[config.mk]
export PLATFORM = sky130hd
export DESIGN_NAME = prod_accum
export DESIGN_NICKNAME = d
export VERILOG_FILES = /design/src/rtl/prod_accum.sv
export SDC_FILE = /design/constraint.sdc
export NUM_CORES = 1
export LEC_CHECK = 0
export CAP_MARGIN = 0
export CORE_MARGIN = 8
export CORE_UTILIZATION = 55
export DETAILED_ROUTE_END_ITERATION = 8
export HOLD_SLACK_MARGIN = 0.12
export PLACE_DENSITY = 0.86
export SLEW_MARGIN = 20
export SYNTH_ARGS = -nofsm -noshare
export SYNTH_HDL_FRONTEND = slang
export SYNTH_SLANG_ARGS = --single-unit
[constraint.sdc]
create_clock -name clk -period 4.6 [get_ports clk]
set_input_delay 1.38 -clock clk [delete_from_list [all_inputs] [get_ports clk]]
set_output_delay 1.38 -clock clk [all_outputs]
set_load 0.1 [all_outputs]
[src/rtl/prod_accum.sv]
// -----------------------------------------------------------------------------
// prod_accum -- burst accumulator for the 8x8 multiplier product stream.
//
// Sums a burst of unsigned 16-bit products into an ACC_W-bit accumulator.
// A burst ends on the beat carrying in_last. It also ends automatically when
// the beat count reaches 2^LEN_W-1. The result is then presented with a
// valid/ready handshake. Input is stalled (in_ready=0) while a result is pending.
//
// Parameters:
//   ACC_W  accumulator / out_sum width (>= 16), default 24
//   LEN_W  beat-counter width, default 4 (max burst 2^LEN_W-1 beats)
//
// Ports:
//   clk        single clock, rising edge
//   rst        asynchronous, active-high reset
//   in_valid   upstream product beat valid
//   in_prod    16-bit unsigned product
//   in_last    final beat of the burst (qualified by in_valid)
//   in_ready   block can accept a beat (high in IDLE/ACC, low in DONE)
//   out_valid  burst result available (high exactly while in DONE)
//   out_ready  downstream accepts the result
//   out_sum    accumulated sum of the burst
//   out_count  number of beats accumulated
//   out_ovf    sticky overflow flag for the burst
//
// Build option:
//   PROD_ACCUM_SAT_EN  when defined, the accumulator clamps to 2^ACC_W-1 on
//                      overflow. Otherwise it wraps modulo 2^ACC_W. out_ovf
//                      is set in both cases.
// -----------------------------------------------------------------------------
module prod_accum #(
  parameter int ACC_W = 24,
  parameter int LEN_W = 4
) (
  input  logic             clk,
  input  logic             rst,
  input  logic             in_valid,
  input  logic [15:0]      in_prod,
  input  logic             in_last,
  output logic             in_ready,
  output logic             out_valid,
  input  logic             out_ready,
  output logic [ACC_W-1:0] out_sum,
  output logic [LEN_W-1:0] out_count,
  output logic             out_ovf
);

  typedef enum logic [1:0] {
    IDLE = 2'd0,
    ACC  = 2'd1,
    DONE = 2'd2
  } state_t;

  localparam logic [LEN_W-1:0] CNT_MAX = '1;

  state_t           state;
  state_t           state_next;

  logic [ACC_W-1:0] acc;
  logic [LEN_W-1:0] cnt;
  logic             ovf;

  logic             take;
  logic [ACC_W:0]   sum_ext;
  logic             carry;
  logic [ACC_W-1:0] acc_add;
  logic [LEN_W-1:0] cnt_inc;

  // A beat moves only on a valid/ready cycle.
  assign take = in_valid && in_ready;

  // The sum is one bit wider than the accumulator, so the carry out of
  // bit ACC_W-1 can be read directly.
  assign sum_ext = (ACC_W+1)'(acc) + (ACC_W+1)'(in_prod);
  assign carry   = sum_ext[ACC_W];
  assign cnt_inc = cnt + LEN_W'(1);

`ifdef PROD_ACCUM_SAT_EN
  // Clamp on carry. Once acc holds all-ones, any nonzero product carries again.
  // A zero product leaves acc unchanged. Either way acc stays at full scale
  // for the rest of the burst.
  assign acc_add = carry ? '1 : sum_ext[ACC_W-1:0];
`else
  // Wrap modulo 2^ACC_W. The lost carry is still recorded in ovf.
  assign acc_add = sum_ext[ACC_W-1:0];
`endif

  // ---------------------------------------------------------------------------
  // State register
  // ---------------------------------------------------------------------------
  // NOTE: sequential state uses non-blocking assignments. Every flop in this
  // block then samples pre-edge values, whatever the statement order.
  always_ff @(posedge clk or posedge rst) begin
    if (rst) begin
      state <= IDLE;
    end else begin
      state <= state_next;
    end
  end

  // ---------------------------------------------------------------------------
  // Next-state and handshake outputs
  // ---------------------------------------------------------------------------
  // NOTE: every signal written here gets a default first. Otherwise a path
  // that skips an assignment would infer a latch.
  always_comb begin
    state_next = state;
    in_ready   = (state != DONE);
    out_valid  = (state == DONE);

    unique case (state)
      IDLE: begin
        if (take) begin
          state_next = in_last ? DONE : ACC;
        end
      end
      ACC: begin
        // Auto-close when the incremented count reaches the counter maximum.
        if (take) begin
          state_next = (in_last || (cnt_inc == CNT_MAX)) ? DONE : ACC;
        end
      end
      DONE: begin
        if (out_ready) begin
          state_next = IDLE;
        end
      end
      default: state_next = IDLE;
    endcase
  end

  // ---------------------------------------------------------------------------
  // Accumulator datapath
  // ---------------------------------------------------------------------------
  // acc/cnt/ovf change only on accepted beats. They are therefore held through
  // DONE, and after the handshake they keep their values until the first beat
  // of the next burst overwrites them.
  always_ff @(posedge clk or posedge rst) begin
    if (rst) begin
      acc <= '0;
      cnt <= '0;
      ovf <= 1'b0;
    end else if (take) begin
      if (state == IDLE) begin
        acc <= ACC_W'(in_prod);
        cnt <= LEN_W'(1);
        ovf <= 1'b0;
      end else begin
        acc <= acc_add;
        cnt <= cnt_inc;
        ovf <= ovf | carry;
      end
    end
  end

  assign out_sum   = acc;
  assign out_count = cnt;
  assign out_ovf   = ovf;

endmodule

==> impl_metrics.py <==
metrics = {
    "outcome": {
        "run_status": "finished, final reports clean",
    },
    "clocking": {
        "cts-root-buf": "sky130_fd_sc_hd__clkbuf_8",
        "cts_max_path_buffers": 2,
        "post_cts.repair.setup_buffers": 0,
        "ctsHoldBuffers": 0,
        "cts.clk_slew.worst_paths_ps": 70,
        "cts_inserted_buffers": 5,
        "ctsHtreeMaxLevel": 2,
        "cts.sink_count": 31,
        "cts-resized-gates": 0,
        "tritoncts_clock_tree": "done",
        "clk_latency_ps": 290,
    },
    "yosys": {
        "synth_commonest_cells": "sky130_fd_sc_hd__dfrtp_1, sky130_fd_sc_hd__nand2_1, sky130_fd_sc_hd__nor2_1, sky130_fd_sc_hd__a21oi_1, sky130_fd_sc_hd__ha_1",
        "synth-async-reset-ratio": 1.000,
        "synth_area_um2": 2302,
        "synth_adder_area_share": 0.1065,
        "synth-simple-area-share": 0.1880,
        "share_of_the_synthesized_area_in_the_top_cell_type": 0.3370,
        "synthesis.yosys.warnings": 0,
        "synthDistinctLibCells": 53,
        "synth_ff_type": "sky130_fd_sc_hd__dfrtp_1",
        "ffs_latches_synth": 31,
        "post_synthesis_xor_xnor_area_fraction": 0.05326,
        "synth-compound-area-share": 0.2565,
        "combinational_family_with_the_most_area_after_synthesis": "compound AO/OA/AOI/OAI gates",
        "number_of_enable_flip_flop_cells_after_synthesis": 0,
        "top_count_cell_post_synth": "sky130_fd_sc_hd__dfrtp_1",
        "syn_inst": 268,
        "synth_area_leaders": "sky130_fd_sc_hd__dfrtp_1, sky130_fd_sc_hd__ha_1, sky130_fd_sc_hd__a21oi_1",
        "post_synth_mux_area_share": 0.02717,
        "yosys.area.top_type": "sky130_fd_sc_hd__dfrtp_1",
        "yosysSeqAreaShare": 0.3370,
        "syn-mean-instance-area_um2": 8.590,
        "synthesis.nets": 308,
    },
    "layout": {
        "multiInputGateArea_um2": 1454,
        "layout-area-overhead-vs-synth_pct": 29.62,
        "antenna_diode_count": 0,
        "layout.cells.non_filler": 372,
        "nets": 361,
        "sequential_cell_area_um2": 775.7,
        "nFillCells": 321,
        "drive_above_1_share": 0.06211,
    },
    "floorplan": {
        "design.portCount": 52,
        "standard_cell_core_area_um2": 4029,
        "placementRows": 23,
        "effective_utilization_at_floorplan": 0.5714,
        "floorplan.die.height_um": 80.70,
        "die_area_um2": 6512,
        "fp.dieW_um": 80.70,
    },
    "critical_path": {
        "cp-end-kind": "register",
        "critical_path.slowest_cell": "sky130_fd_sc_hd__clkdlybuf4s50_1",
        "cp_data_required_time_ps": 4760,
        "worstSetupPathType": "input port to register",
        "cp-start-kind": "input port",
        "worst-path-max-fanout": 4,
        "timing.critical_path.arrival_ps": 3860,
        "timing.critical_path.slowest_cell_delay_ps": 490,
        "crit_chain": "clkdlybuf4s50_1 > ha_1 > inv_1 > fa_1 > nor2b_1 > o2111ai_1 > a21oi_1 > nor2_1 > o31ai_1 > mux2i_1 > o21ai_0",
    },
    "sta": {
        "finalHoldViolCount": 0,
        "final.setup.tns_ps": 0,
        "highest_clock_frequency_the_design_can_meet_ghz": 0.2703,
        "slew-limit-headroom": 0.3354,
        "finalCriticalPeriod_ps": 3700,
        "finalSetupViolations": 0,
        "final_critical_path_setup_slack_ps": 900.1,
        "tcrit_tclk_final": 0.8043,
        "tightest_slew_ps": 993.7,
        "timing.clock.skew_ps": 9.860,
        "drv_slew": 0,
        "grt_setup_unrepaired": "false",
    },
    "route": {
        "routed_vias_inst": 5.841,
        "detailedRoute.firstPassIterationCount": 4,
        "totalWireLength_um": 6132,
        "count_of_vias_placed_by_the_detailed_router": 2173,
        "routedWlPerCell_um": 16.48,
        "remaining_drc_errors": 0,
        "detail-route-antenna-nets": 0,
        "dr.first_iter.drc_count": 80,
    },
    "global_routing": {
        "grt_use_total": 0.1946,
        "antenna_violations_before_repair": 0,
        "maximum_number_of_pins_on_one_net_before_global_route_repair": 32,
        "grt_pass1_wl_um": 10250,
        "number_of_global_route_vias_before_repair": 2226,
        "grt.overflow.total": 0,
    },
    "pwr": {
        "cellPowerDensity_nw_per_um2": 715.3,
        "ir_drop_mv": 0.5557,
        "leakagePower_nw": 1.291,
    },
    "place": {
        "place_ws_ps": 661.9,
        "detailed_place_hpwl_um": 4564,
        "dpl.cell_count": 364,
        "place.port_buffers": 51,
        "finalWeightedCongestion": 0.8703,
    },
    "job": {
        "max_cap_violations": 0,
    },
    "hold_path": {
        "holdCritPathClass": "register to register",
    },
}
==> cells in the final DEF (no fill, tap or decap), types with 2 or more instances in the layout <==
cell / instances
sky130_fd_sc_hd__a22o_1: 2
sky130_fd_sc_hd__nand2_1: 28
sky130_fd_sc_hd__o21ai_1: 8
sky130_fd_sc_hd__mux2_1: 2
sky130_fd_sc_hd__dfrtp_1: 31
sky130_fd_sc_hd__inv_1: 9
sky130_fd_sc_hd__nor2_1: 26
sky130_fd_sc_hd__buf_4: 4
sky130_fd_sc_hd__o211ai_1: 2
sky130_fd_sc_hd__clkdlybuf4s50_1: 51
sky130_fd_sc_hd__nand2b_1: 3
sky130_fd_sc_hd__clkbuf_8: 6
sky130_fd_sc_hd__a21o_1: 7
sky130_fd_sc_hd__xnor2_1: 11
sky130_fd_sc_hd__mux2i_1: 4
sky130_fd_sc_hd__a211oi_1: 8
sky130_fd_sc_hd__nor3_1: 5
sky130_fd_sc_hd__a21oi_1: 25
sky130_fd_sc_hd__o21a_1: 3
sky130_fd_sc_hd__a31oi_1: 2
sky130_fd_sc_hd__nor2b_1: 2
sky130_fd_sc_hd__o21ai_0: 14
sky130_fd_sc_hd__ha_1: 18
sky130_fd_sc_hd__nand3_1: 10
sky130_fd_sc_hd__xor2_1: 3
sky130_fd_sc_hd__o31ai_1: 2
sky130_fd_sc_hd__and3_1: 4
sky130_fd_sc_hd__nand4_1: 2
sky130_fd_sc_hd__or3_1: 5
==> per-stage QoR <==
stage                     hold WS, ps  utilization  area, um2  total power [mW]
after global placement          490.8       0.7115       2867             1.825
after CTS                       519.7       0.7407       2984             2.137
final                           520.6       0.7407       2984             2.134
after global routing            552.9       0.7407       2984             2.259
after detailed placement        500.8       0.7115       2867             1.846
after floorplan                 461.3            -       2302             1.531
==> cell type report <==
cell class,count,area share
inverters,9,0.01132
repair buffers,55,0.1811
multi-input cells,219,0.4872
well taps,50,0.02096
clock buffers,6,0.02767
flip-flops and latches,31,0.2600
clock inverters,2,0.01174
==> metal layers <==
| metal | global-route usage | share of wire | vias to the layer above |
|---|---|---|---|
| li1 | - | - | 1089 |
| met1 | 0.2355 | 0.45 | 1019 |
| met2 | 0.3208 | 0.48 | 52 |
| met3 | 0.05357 | 0.057 | 13 |
| met4 | 0.07500 | 0.018 | 0 |
| met5 | 0 | 0 | - |
==> final timing paths <==
check	startpoint	endpoint	slack, ps	cells after the start
worst max-delay path	in_prod[0]	out_sum[14]	900	11
worst min-delay path	state[1]	state[0]	520	1
worst min register to register	state[1]	state[0]	520	1
min in group asynchronous	rst	out_sum[13]	1470	3
max in group asynchronous	rst	out_sum[9]	2820	3
worst max register to register	out_sum[0]	out_sum[14]	2100	10
==> state kept, by name, summed over array words and instances, names as in the netlist <==
register / cells
out_count: 4
out_ovf: 1
out_sum: 24
state: 2
==> critical path: cells and delay by family <==
family	cells	cell delay, ps
compound gates	4	790
fa+ha+maj	2	570
buf+inv	2	550
simple gates	2	340
mux	1	230
==> power breakdown <==
part           switching (mW)  internal [mW]
registers              0.0793          0.349
logic                    1.00          0.421
clock network           0.110          0.175
total                    1.19          0.944
==> cells by family (layout without fill, tap and decap cells) <==
| group | count (synthesis) | count (layout) |
|---|---|---|
| and+or+nand+nor | 91 | 91 |
| xor gates and xnor gates | 14 | 14 |
| buffers and inverters | 18 | 72 |
| adders and majority gates | 19 | 19 |
| muxes | 6 | 6 |
| AOI/OAI and AO/OA | 89 | 89 |
| DFF | 31 | 31 |
Power figures use the tool's default switching activity.
